<file path="config.mk">
export PLATFORM = sky130hd
export DESIGN_NAME = fetch_snoopctrl_flat
export DESIGN_NICKNAME = d
export VERILOG_FILES = /design/src/rtl/fetch_snoopctrl_if.sv /design/src/rtl/fetch_snoopctrl.sv /design/src/flat_wrapper.sv
export SDC_FILE = /design/constraint.sdc
export NUM_CORES = 1
export LEC_CHECK = 0
export ABC_AREA = 0
export BUFFER_PORTS_ARGS = -buffer_cell sky130_fd_sc_hd__buf_2
export CAP_MARGIN = 20
export CORE_MARGIN = 10
export CORE_UTILIZATION = 42
export DETAILED_ROUTE_END_ITERATION = 10
export PLACE_DENSITY_LB_ADDON = 0.2
export SYNTH_ARGS = -nofsm -noshare
export SYNTH_HDL_FRONTEND = slang
export SYNTH_SLANG_ARGS = --single-unit
export TNS_END_PERCENT = 30
</file>
<file path="constraint.sdc">
create_clock -name clk -period 2.7 [get_ports clk]
set_input_delay 0.405 -clock clk [delete_from_list [all_inputs] [get_ports clk]]
set_output_delay 0.405 -clock clk [all_outputs]
set_load 0.02 [all_outputs]
</file>
<file path="src/rtl/fetch_snoopctrl_if.sv">
// fetch_snoopctrl_if: snoop requesters, refill control and snoop table bus.
// master = environment side, slave = fetch_snoopctrl side.
interface fetch_snoopctrl_if #(
  parameter int ADDR_W = 32
);
  logic              s0_valid;
  logic [ADDR_W-1:0] s0_addr;
  logic              s0_ready;
  logic              s1_valid;
  logic [ADDR_W-1:0] s1_addr;
  logic              s1_ready;
  logic              rf_start;
  logic [ADDR_W-1:0] rf_addr;
  logic              rf_start_ready;
  logic              rf_done;
  logic              flush;
  logic              tbl_wea;
  logic [ADDR_W-1:0] tbl_addra;
  logic              tbl_web;
  logic [ADDR_W-1:0] tbl_q_addr;
  logic              tbl_q_hit;
  logic              rf_replay;
  logic              rf_commit;

  modport master (
    output s0_valid, s0_addr, s1_valid, s1_addr,
    output rf_start, rf_addr, rf_done, flush,
    output tbl_q_hit,
    input  s0_ready, s1_ready, rf_start_ready,
    input  tbl_wea, tbl_addra, tbl_web, tbl_q_addr,
    input  rf_replay, rf_commit
  );

  modport slave (
    input  s0_valid, s0_addr, s1_valid, s1_addr,
    input  rf_start, rf_addr, rf_done, flush,
    input  tbl_q_hit,
    output s0_ready, s1_ready, rf_start_ready,
    output tbl_wea, tbl_addra, tbl_web, tbl_q_addr,
    output rf_replay, rf_commit
  );
endinterface

</file>
<file path="src/rtl/fetch_snoopctrl.sv">
// fetch_snoopctrl: tracks stores during an I-refill window, votes replay/commit.
// Ports: clk, resetn (async low), bus = fetch_snoopctrl_if.slave.
module fetch_snoopctrl #(
  parameter int DEPTH  = 6,
  parameter int ADDR_W = 32
) (
  input logic         clk,
  input logic         resetn,
  fetch_snoopctrl_if.slave bus
);

  if (DEPTH != 6) begin : g_bad_depth
    $error("fetch_snoopctrl: DEPTH must be 6");
  end

  typedef enum logic [1:0] {
    IDLE,
    ARMED,
    CHECK,
    DRAIN
  } state_t;

  localparam logic [2:0] FULL = 3'(DEPTH);

  state_t            state_q;
  state_t            state_d;
  logic [2:0]        cnt_r;
  logic              ovf_r;
  logic              last_r;
  logic [ADDR_W-1:0] qaddr_r;

  logic armed;
  logic full;
  logic gnt0;
  logic gnt1;
  logic accept;
  logic ovf_set;

  // last_r = 1 means s1 was granted last, so s0 wins a tie
  assign armed  = (state_q == ARMED);
  assign full   = (cnt_r == FULL);
  assign gnt0   = armed & bus.s0_valid
                & (~bus.s1_valid | last_r);
  assign gnt1   = armed & bus.s1_valid
                & (~bus.s0_valid | ~last_r);
  assign accept = (state_q == IDLE) & bus.rf_start;

  assign bus.tbl_q_addr = qaddr_r;

  always_comb begin
    state_d            = state_q;
    bus.s0_ready       = 1'b0;
    bus.s1_ready       = 1'b0;
    bus.rf_start_ready = 1'b0;
    bus.tbl_wea        = 1'b0;
    bus.tbl_addra      = '0;
    bus.tbl_web        = 1'b0;
    bus.rf_replay      = 1'b0;
    bus.rf_commit      = 1'b0;
    ovf_set            = 1'b0;
    unique case (state_q)
      IDLE: begin
        bus.s0_ready       = 1'b1;
        bus.s1_ready       = 1'b1;
        bus.rf_start_ready = 1'b1;
        if (bus.rf_start) state_d = ARMED;
      end
      ARMED: begin
        bus.s0_ready = gnt0;
        bus.s1_ready = gnt1;
        if (gnt0 | gnt1) begin
          bus.tbl_addra = gnt0 ? bus.s0_addr
                               : bus.s1_addr;
          // a full table still acks the store,
          // but the refill must then replay
          bus.tbl_wea = ~full;
          ovf_set     = full;
        end
        // flush abandons the window, even
        // when refill data lands together
        if (bus.flush) state_d = DRAIN;
        else if (bus.rf_done) state_d = CHECK;
      end
      CHECK: begin
        bus.rf_replay = bus.tbl_q_hit | ovf_r;
        bus.rf_commit = ~(bus.tbl_q_hit | ovf_r);
        state_d       = DRAIN;
      end
      DRAIN: begin
        bus.tbl_web = (cnt_r != 3'd0);
        if (cnt_r == 3'd0) state_d = IDLE;
      end
      default: state_d = IDLE;
    endcase
  end

  always_ff @(posedge clk or negedge resetn) begin
    if (!resetn) begin
      state_q <= IDLE;
      cnt_r   <= 3'd0;
      ovf_r   <= 1'b0;
      last_r  <= 1'b1;
      qaddr_r <= '0;
    end else begin
      state_q <= state_d;
      if (bus.tbl_wea & ~bus.tbl_web)
        cnt_r <= cnt_r + 3'd1;
      else if (bus.tbl_web & ~bus.tbl_wea)
        cnt_r <= cnt_r - 3'd1;
      if (accept) begin
        qaddr_r <= bus.rf_addr;
        ovf_r   <= 1'b0;
      end else if (ovf_set) begin
        ovf_r <= 1'b1;
      end
      if (gnt0) last_r <= 1'b0;
      else if (gnt1) last_r <= 1'b1;
    end
  end

endmodule

</file>
<file path="src/flat_wrapper.sv">
// flat-port wrapper written by rule: the top's interface ports become plain ports
module fetch_snoopctrl_flat 
#(
  parameter int DEPTH  = 6,
  parameter int ADDR_W = 32
)
  (clk, resetn, bus_s0_valid, bus_s0_addr, bus_s1_valid, bus_s1_addr, bus_rf_start, bus_rf_addr, bus_rf_done, bus_flush, bus_tbl_q_hit, bus_s0_ready, bus_s1_ready, bus_rf_start_ready, bus_tbl_wea, bus_tbl_addra, bus_tbl_web, bus_tbl_q_addr, bus_rf_replay, bus_rf_commit);
  fetch_snoopctrl_if #(.ADDR_W(ADDR_W)) bus_i ();
  input logic clk;
  input logic resetn;
  input wire logic [$bits(bus_i.s0_valid)-1:0] bus_s0_valid;
  input wire logic [$bits(bus_i.s0_addr)-1:0] bus_s0_addr;
  input wire logic [$bits(bus_i.s1_valid)-1:0] bus_s1_valid;
  input wire logic [$bits(bus_i.s1_addr)-1:0] bus_s1_addr;
  input wire logic [$bits(bus_i.rf_start)-1:0] bus_rf_start;
  input wire logic [$bits(bus_i.rf_addr)-1:0] bus_rf_addr;
  input wire logic [$bits(bus_i.rf_done)-1:0] bus_rf_done;
  input wire logic [$bits(bus_i.flush)-1:0] bus_flush;
  input wire logic [$bits(bus_i.tbl_q_hit)-1:0] bus_tbl_q_hit;
  output wire logic [$bits(bus_i.s0_ready)-1:0] bus_s0_ready;
  output wire logic [$bits(bus_i.s1_ready)-1:0] bus_s1_ready;
  output wire logic [$bits(bus_i.rf_start_ready)-1:0] bus_rf_start_ready;
  output wire logic [$bits(bus_i.tbl_wea)-1:0] bus_tbl_wea;
  output wire logic [$bits(bus_i.tbl_addra)-1:0] bus_tbl_addra;
  output wire logic [$bits(bus_i.tbl_web)-1:0] bus_tbl_web;
  output wire logic [$bits(bus_i.tbl_q_addr)-1:0] bus_tbl_q_addr;
  output wire logic [$bits(bus_i.rf_replay)-1:0] bus_rf_replay;
  output wire logic [$bits(bus_i.rf_commit)-1:0] bus_rf_commit;
  assign bus_i.s0_valid = bus_s0_valid;
  assign bus_i.s0_addr = bus_s0_addr;
  assign bus_i.s1_valid = bus_s1_valid;
  assign bus_i.s1_addr = bus_s1_addr;
  assign bus_i.rf_start = bus_rf_start;
  assign bus_i.rf_addr = bus_rf_addr;
  assign bus_i.rf_done = bus_rf_done;
  assign bus_i.flush = bus_flush;
  assign bus_i.tbl_q_hit = bus_tbl_q_hit;
  assign bus_s0_ready = bus_i.s0_ready;
  assign bus_s1_ready = bus_i.s1_ready;
  assign bus_rf_start_ready = bus_i.rf_start_ready;
  assign bus_tbl_wea = bus_i.tbl_wea;
  assign bus_tbl_addra = bus_i.tbl_addra;
  assign bus_tbl_web = bus_i.tbl_web;
  assign bus_tbl_q_addr = bus_i.tbl_q_addr;
  assign bus_rf_replay = bus_i.rf_replay;
  assign bus_rf_commit = bus_i.rf_commit;
  fetch_snoopctrl #(.DEPTH(DEPTH), .ADDR_W(ADDR_W)) u_core (.clk(clk), .resetn(resetn), .bus(bus_i));
endmodule
</file>
; After elaboration in Yosys (flattened, before gate mapping)
; Cells that the tools add are included.
[classes]
add_sub_neg = 2
n_mul = 0
div = 0
order_cmp = 0
eq_ne = 7
shifts = 0
mux = 24
n_bitwise = 18
reduce_logical = 7
[ops]
columns = op, count
row1 = 32-bit two-way mux, 3
row2 = 1-bit two-way mux, 12
row3 = 2-bit two-way mux, 4
row4 = 2-bit one-hot mux with 4 select lines, 1
row5 = 1-bit bitwise AND, 7
row6 = 1-bit NOT, 7
row7 = 3-bit two-way mux, 2
row8 = 2-bit nonzero test, 3
row9 = "2-bit equality test, second input constant", 2
row10 = 1-bit bitwise OR, 4
row11 = 1-bit one-hot mux with 2 select lines, 2
row12 = "3-bit by 1-bit adder with 3-bit output, second input constant", 1
row13 = "3-bit equality test, second input constant", 1
row14 = 3-bit zero test, 1
row15 = "3-bit inequality test, second input constant", 1
row16 = 3-bit AND reduction, 1
row17 = 3-bit nonzero test, 1
row18 = "3-bit by 1-bit subtractor with 3-bit output, second input constant", 1
row19 = "2-bit by 1-bit equality test with 1-bit output, second input constant", 1
row20 = 2-bit zero test, 1
row21 = "2-bit by 1-bit inequality test with 1-bit output, second input constant", 1
row22 = "2-bit inequality test, second input constant", 1
[word_totals]
reg_bits = 39
latchBits = 0
mem_bits_rw = 0
mem_bits_ro = 0
in_bits = 104
output_inout_bits = 71
elab_cells = 63
memories = 0

; Depth between registers and ports, before layout
[depth]
ltp_word = 10
mapped_depth = 11
mapped_depth_nobuf = 10

; Worst setup path after synthesis
; Ideal clock, no wire load.
[synth_timing]
kind = register to register
from = reg u_core.state_q[1]
to = reg u_core.cnt_r[2]
t_arrival_ns = 2.865
t_required_ns = 2.621
setup_slack_ns = -0.244
path_stages_with_launch = 12
path_buffers = 1
synth_period_minus_slack_ns = 2.944
cell_sequence = dfrtp_1 > inv_1 > ha_1 > inv_1 > clkbuf_1 > nor3_1 > ha_1 > inv_1 > fa_1 > xor2_1 > nor2_1 > xor2_1
[synth_via]
elab_chain_len = 9
word_cells_on_any_way = 16
classes_between = eq/ne (2) / mux (4) / bitwise (9) / reduce/logical (1)
[synth_lines]
columns = element, line
row1 = start: declaration, fetch_snoopctrl.sv:25  ; state_t state_q;
row2 = start signal: assignment, fetch_snoopctrl.sv:105  ; state_q <= state_d;
row3 = 2-bit by 1-bit equality test with 1-bit output (*), "fetch_snoopctrl.sv:40, fetch_snoopctrl.sv:61"
row4 = "1-bit bitwise AND, on equally long branches", "fetch_snoopctrl.sv:42, fetch_snoopctrl.sv:44"
row5 = "1-bit bitwise AND, on equally long branches", "fetch_snoopctrl.sv:43, fetch_snoopctrl.sv:45"
row6 = 1-bit bitwise OR, fetch_snoopctrl.sv:71  ; if (gnt0 | gnt1) begin
row7 = 1-bit two-way mux, fetch_snoopctrl.sv:71
row8 = 1-bit two-way mux (*), fetch_snoopctrl.sv:61  ; unique case (state_q)
row9 = named net bus_tbl_wea, flat_wrapper.sv:23  ; output wire logic [$bits(bus_i.tbl_wea)-1:0] bus_tbl_wea;
row10 = 1-bit NOT, fetch_snoopctrl.sv:108  ; else if (bus.tbl_web & ~bus.tbl_wea)
row11 = 1-bit bitwise AND, fetch_snoopctrl.sv:108
row12 = 2-bit nonzero test (no source line), n/a
row13 = end signal: assignment, fetch_snoopctrl.sv:107  ; cnt_r <= cnt_r + 3'd1;
row14 = end signal: assignment, fetch_snoopctrl.sv:109  ; cnt_r <= cnt_r - 3'd1;
row15 = end: declaration, fetch_snoopctrl.sv:27  ; logic [2:0] cnt_r;
; The timed path passes the listed nets; every way through them passes the cells marked *.
; A chain may end at the register's enable or synchronous reset.

; Worst setup path after layout
[layout_timing]
from = reg u_core.state_q[1]
to = out bus_tbl_addra[12]
[layout_via]
elab_chain_len = 6
word_cells_on_any_way = 9
classes_between = eq/ne (1) / mux (3) / bitwise (5)
[layout_lines]
columns = element, line
row1 = 2-bit by 1-bit equality test with 1-bit output (*), "fetch_snoopctrl.sv:40, fetch_snoopctrl.sv:61"
row2 = "1-bit bitwise AND, on equally long branches", "fetch_snoopctrl.sv:42, fetch_snoopctrl.sv:44"
row3 = "1-bit bitwise AND, on equally long branches", "fetch_snoopctrl.sv:43, fetch_snoopctrl.sv:45"
row4 = 32-bit two-way mux or 1-bit bitwise OR (tied branches), "fetch_snoopctrl.sv:72, fetch_snoopctrl.sv:71"
row5 = 32-bit two-way mux, fetch_snoopctrl.sv:71
row6 = 32-bit two-way mux (*), fetch_snoopctrl.sv:61
row7 = end: declaration, flat_wrapper.sv:24  ; output wire logic [$bits(bus_i.tbl_addra)-1:0] bus_tbl_addra;
; Mark *: on every way between the ends. The rest lies on a longest branch, timed or not.

==> impl_metrics.csv <==
group,metric,value,unit
power_and_ir_drop,clkPwrFrac,11.5,%
synthesis,synth_nets,346,
die,die_h,97.4,um
placed_design,dpl-instance-area,0.00337,mm^2
final_layout,fin_nets,510,
die,dieArea,0.00948,mm^2
placed_design,pre_cts_slack,329,ps
synthesis,syn_area,0.00251,mm^2
setup_path,r2r_slack,380,ps
setup_path,worst-r2r-cell-count,10,
timing,period_needed,2530,ps
clock_tree,cts_setup_buffers,0,
power_and_ir_drop,powerDensity,1030,mW/mm^2
power_and_ir_drop,p_comb_share,59.0,%
die,start_util,43.0,%
power_and_ir_drop,switching_power,0.00166,W
global_route,top_usage_layer,"met2",
die,core-area,0.00585,mm^2
hold_path,hp-class,"input pin to async pin",
die,ios,175,
clock_tree,cts_root_buffer,"clkbuf_8",
placed_design,gp_congestion,0.837,
route,wl_per_cell,17.7,um
setup_path,arrival,2130,ps
route,vias,2563,
power_and_ir_drop,p_seq_share,29.4,%
timing,rsz0062_at_grt,"no",
timing,setup_ws,168,ps
timing,max_slew_margin,41.5,%
final_layout,drive_above_1_share,61.5,%
global_route,antenna_found_initial,0,
synthesis,ys_async_sr_fraction,100,%
status,status,"completed",
placed_design,hpwl,6.63,mm
timing,max_freq,395,MHz
synthesis,avgSynthCellArea,10.7,um^2
clock_tree,path_clk_slew,80,ps
clock_tree,cts_tree,"built",
synthesis,synth_ff_type,"dfrtp_1",
synthesis,ys_types,39,
final_layout,fillers,530,
power_and_ir_drop,p_int,0.00194,W
setup_path,critical_path_class,"flop to primary output",
route,viasPerCell,5.40,
timing,tightest_slew,877,ps
global_route,grtUsageMet1,18.5,%
power_and_ir_drop,cellLeakagePower,1.66,nW
final_layout,area_delta_synth_final,38.3,%
synthesis,yosys_warnings,0,
clock_tree,clock-sinks,39,
global_route,grt_overflow,0,
route,drc,0,
setup_path,critical_path.max_fanout,32,
job,maxCapViolations,0,
setup_path,crit_path_end_kind,"primary output",
final_layout,num_antenna_cells,0,
global_route,use_met3,8.89,%
setup_path,crit_path_start_kind,"flop",
setup_path,r2r-start,"u_core.state_q[1]",
clock_tree,htreeDepth,2,
synthesis,ys_seq_elements,39,
clock_tree,clockBufferDepth,2,
global_route,grt_pass1_wl,13.0,mm
power_and_ir_drop,ir_worst_vdd,0.000644,V
die,num_rows,28,
clock_tree,numCtsBuffers,5,
timing,hold_viol,0,
synthesis,yosysSeqAreaShare,38.9,%
timing,fin_tns_setup,0,ps
timing,fin_skew,11.9,ps
timing,setup_viol,0,
synthesis,synth_edf_count,0,
placed_design,io_buffers,174,
timing,post-route-period-util,93.8,%
die,die_w,97.4,um
global_route,grt_pass1_vias,2453,
setup_path,worstPathRequired,2300,ps
route,drt_pass1_iterations,4,
synthesis,synth_cells,235,
setup_path,r2r-end,"u_core.cnt_r[2]",
route,drt-initial-drc-count,91,
global_route,grtUsageMet2,27.2,%
route,drt_wl_total,8.40,mm
timing,slew_viol_final,0,
route,ant_nets,0,
global_route,grtUsageTotal,16.5,%
final_layout,fin_area,0.00348,mm^2
power_and_ir_drop,netSwitchingFraction,46.1,%
global_route,grt_max_degree,40,
clock_tree,insertion_delay,290,ps
-- layout by cell type, fill, tap and decap left out, types with 2 or more instances in the layout --
cell type / count
inv_1: 5
nand3_1: 33
o21ai_1: 2
dfrtp_1: 38
buf_4: 5
clkbuf_8: 6
a21oi_1: 2
mux2_2: 34
nand2b_1: 2
o21ai_0: 31
xor2_1: 2
nand2_1: 3
a211oi_2: 15
buf_2: 174
a211oi_1: 17
ha_1: 6
-- Yosys cell counts, types with 2 or more instances --
master,count,area [um^2]
nand2_1,3,11.3
a21oi_1,2,10.0
buf_4,4,30.0
xor2_1,2,17.5
buf_2,6,30.0
dfrtp_1,38,951
nand3_1,33,165
buf_6,7,78.8
nand2b_1,2,12.5
ha_1,6,75.1
o21ai_1,2,10.0
clkbuf_1,6,22.5
mux2_2,34,383
a211oi_1,17,128
o21ai_0,31,155
a211oi_2,15,188
inv_1,5,18.8
-- metal layers --
layer / up-vias / routed length (um) / part of all wire (%)
met4: 0 / 65 / 0.77
met3: 7 / 1060 / 13
met2: 131 / 4090 / 49
met1: 1216 / 3180 / 38
met5: - / 0 / 0
li1: 1209 / - / -
-- power by group through the flow --
stage / logic [W] / registers [W] / clock network (W)
floorplan: 0.00121 / 0.00136 / 0
global placement: 0.00211 / 0.00105 / 0
detailed placement: 0.00214 / 0.00107 / 0
CTS: 0.00215 / 0.00106 / 0.000430
global route: 0.00230 / 0.00110 / 0.000464
finish: 0.00212 / 0.00106 / 0.000414
-- worst max-delay path by stage --
stage / from / end / slack [ps] / cells after the start
2_1_floorplan: u_core.state_q[1] / u_core.cnt_r[2] / 60 / 11
3_3_place_gp: u_core.state_q[1] / bus_tbl_addra[12] / 340 / 7
3_5_place_dp: u_core.state_q[1] / bus_tbl_addra[12] / 330 / 7
4_1_cts: u_core.state_q[1] / bus_tbl_addra[12] / 10 / 7
5_1_grt: u_core.state_q[1] / bus_tbl_addra[12] / 40 / 7
6_report: u_core.state_q[1] / bus_tbl_addra[12] / 170 / 7
-- what timing repair did --
item / CTS / global route
endpoints found under the hold margin: 0 / 0
endpoints found under the setup margin: 0 / 29
hold buffers: 0 / 0
resized for setup: 0 / 3
-- critical path, stage by stage, from the launching register on --
cell	delay, ps
dfrtp_1	420
inv_1	110
ha_1	240
and2_2	230
buf_8	220
nand3_1	100
a211oi_1	290
buf_2	230
-- registers in the layout, indices dropped and copies added (netlist names) --
| register | cells |
|---|---|
| u_core.cnt_r | 3 |
| u_core.state_q | 2 |
| u_core.bus.tbl_q_addr | 32 |
| u_core.last_r | 1 |
| u_core.ovf_r | 1 |
-- kinds of logic after synthesis --
kind of cell             share of synthesized area (%)
adder cells (fa/ha/maj)                           3.78
multiplexers                                      15.2
AND/OR/NAND/NOR                                   10.6
buffers and inverters                             7.17
XOR/XNOR                                          1.05
AO/OA/AOI/OAI                                     23.3
flip-flops                                        38.9
-- final cells by class --
class	instances	area, um^2	share of cell area [%]
clock buffer	7	86.3	2.48
inverter	5	18.8	0.540
clock inverter	1	8.76	0.252
tap	75	93.8	2.70
sequential	39	977	28.1
multi-input combinational	168	1370	39.4
timing repair buffer	180	923	26.6
-- stage by stage --
step,hold slack (ps),instances,total power [W],utilization (%)
2_1_floorplan,109,235,0.00258,-
3_3_place_gp,481,467,0.00315,57.7
3_5_place_dp,487,467,0.00321,57.7
4_1_cts,249,475,0.00364,59.3
5_1_grt,283,475,0.00386,59.4
6_report,229,475,0.00359,59.4
No activity file was read; power rests on OpenSTA's default activity.
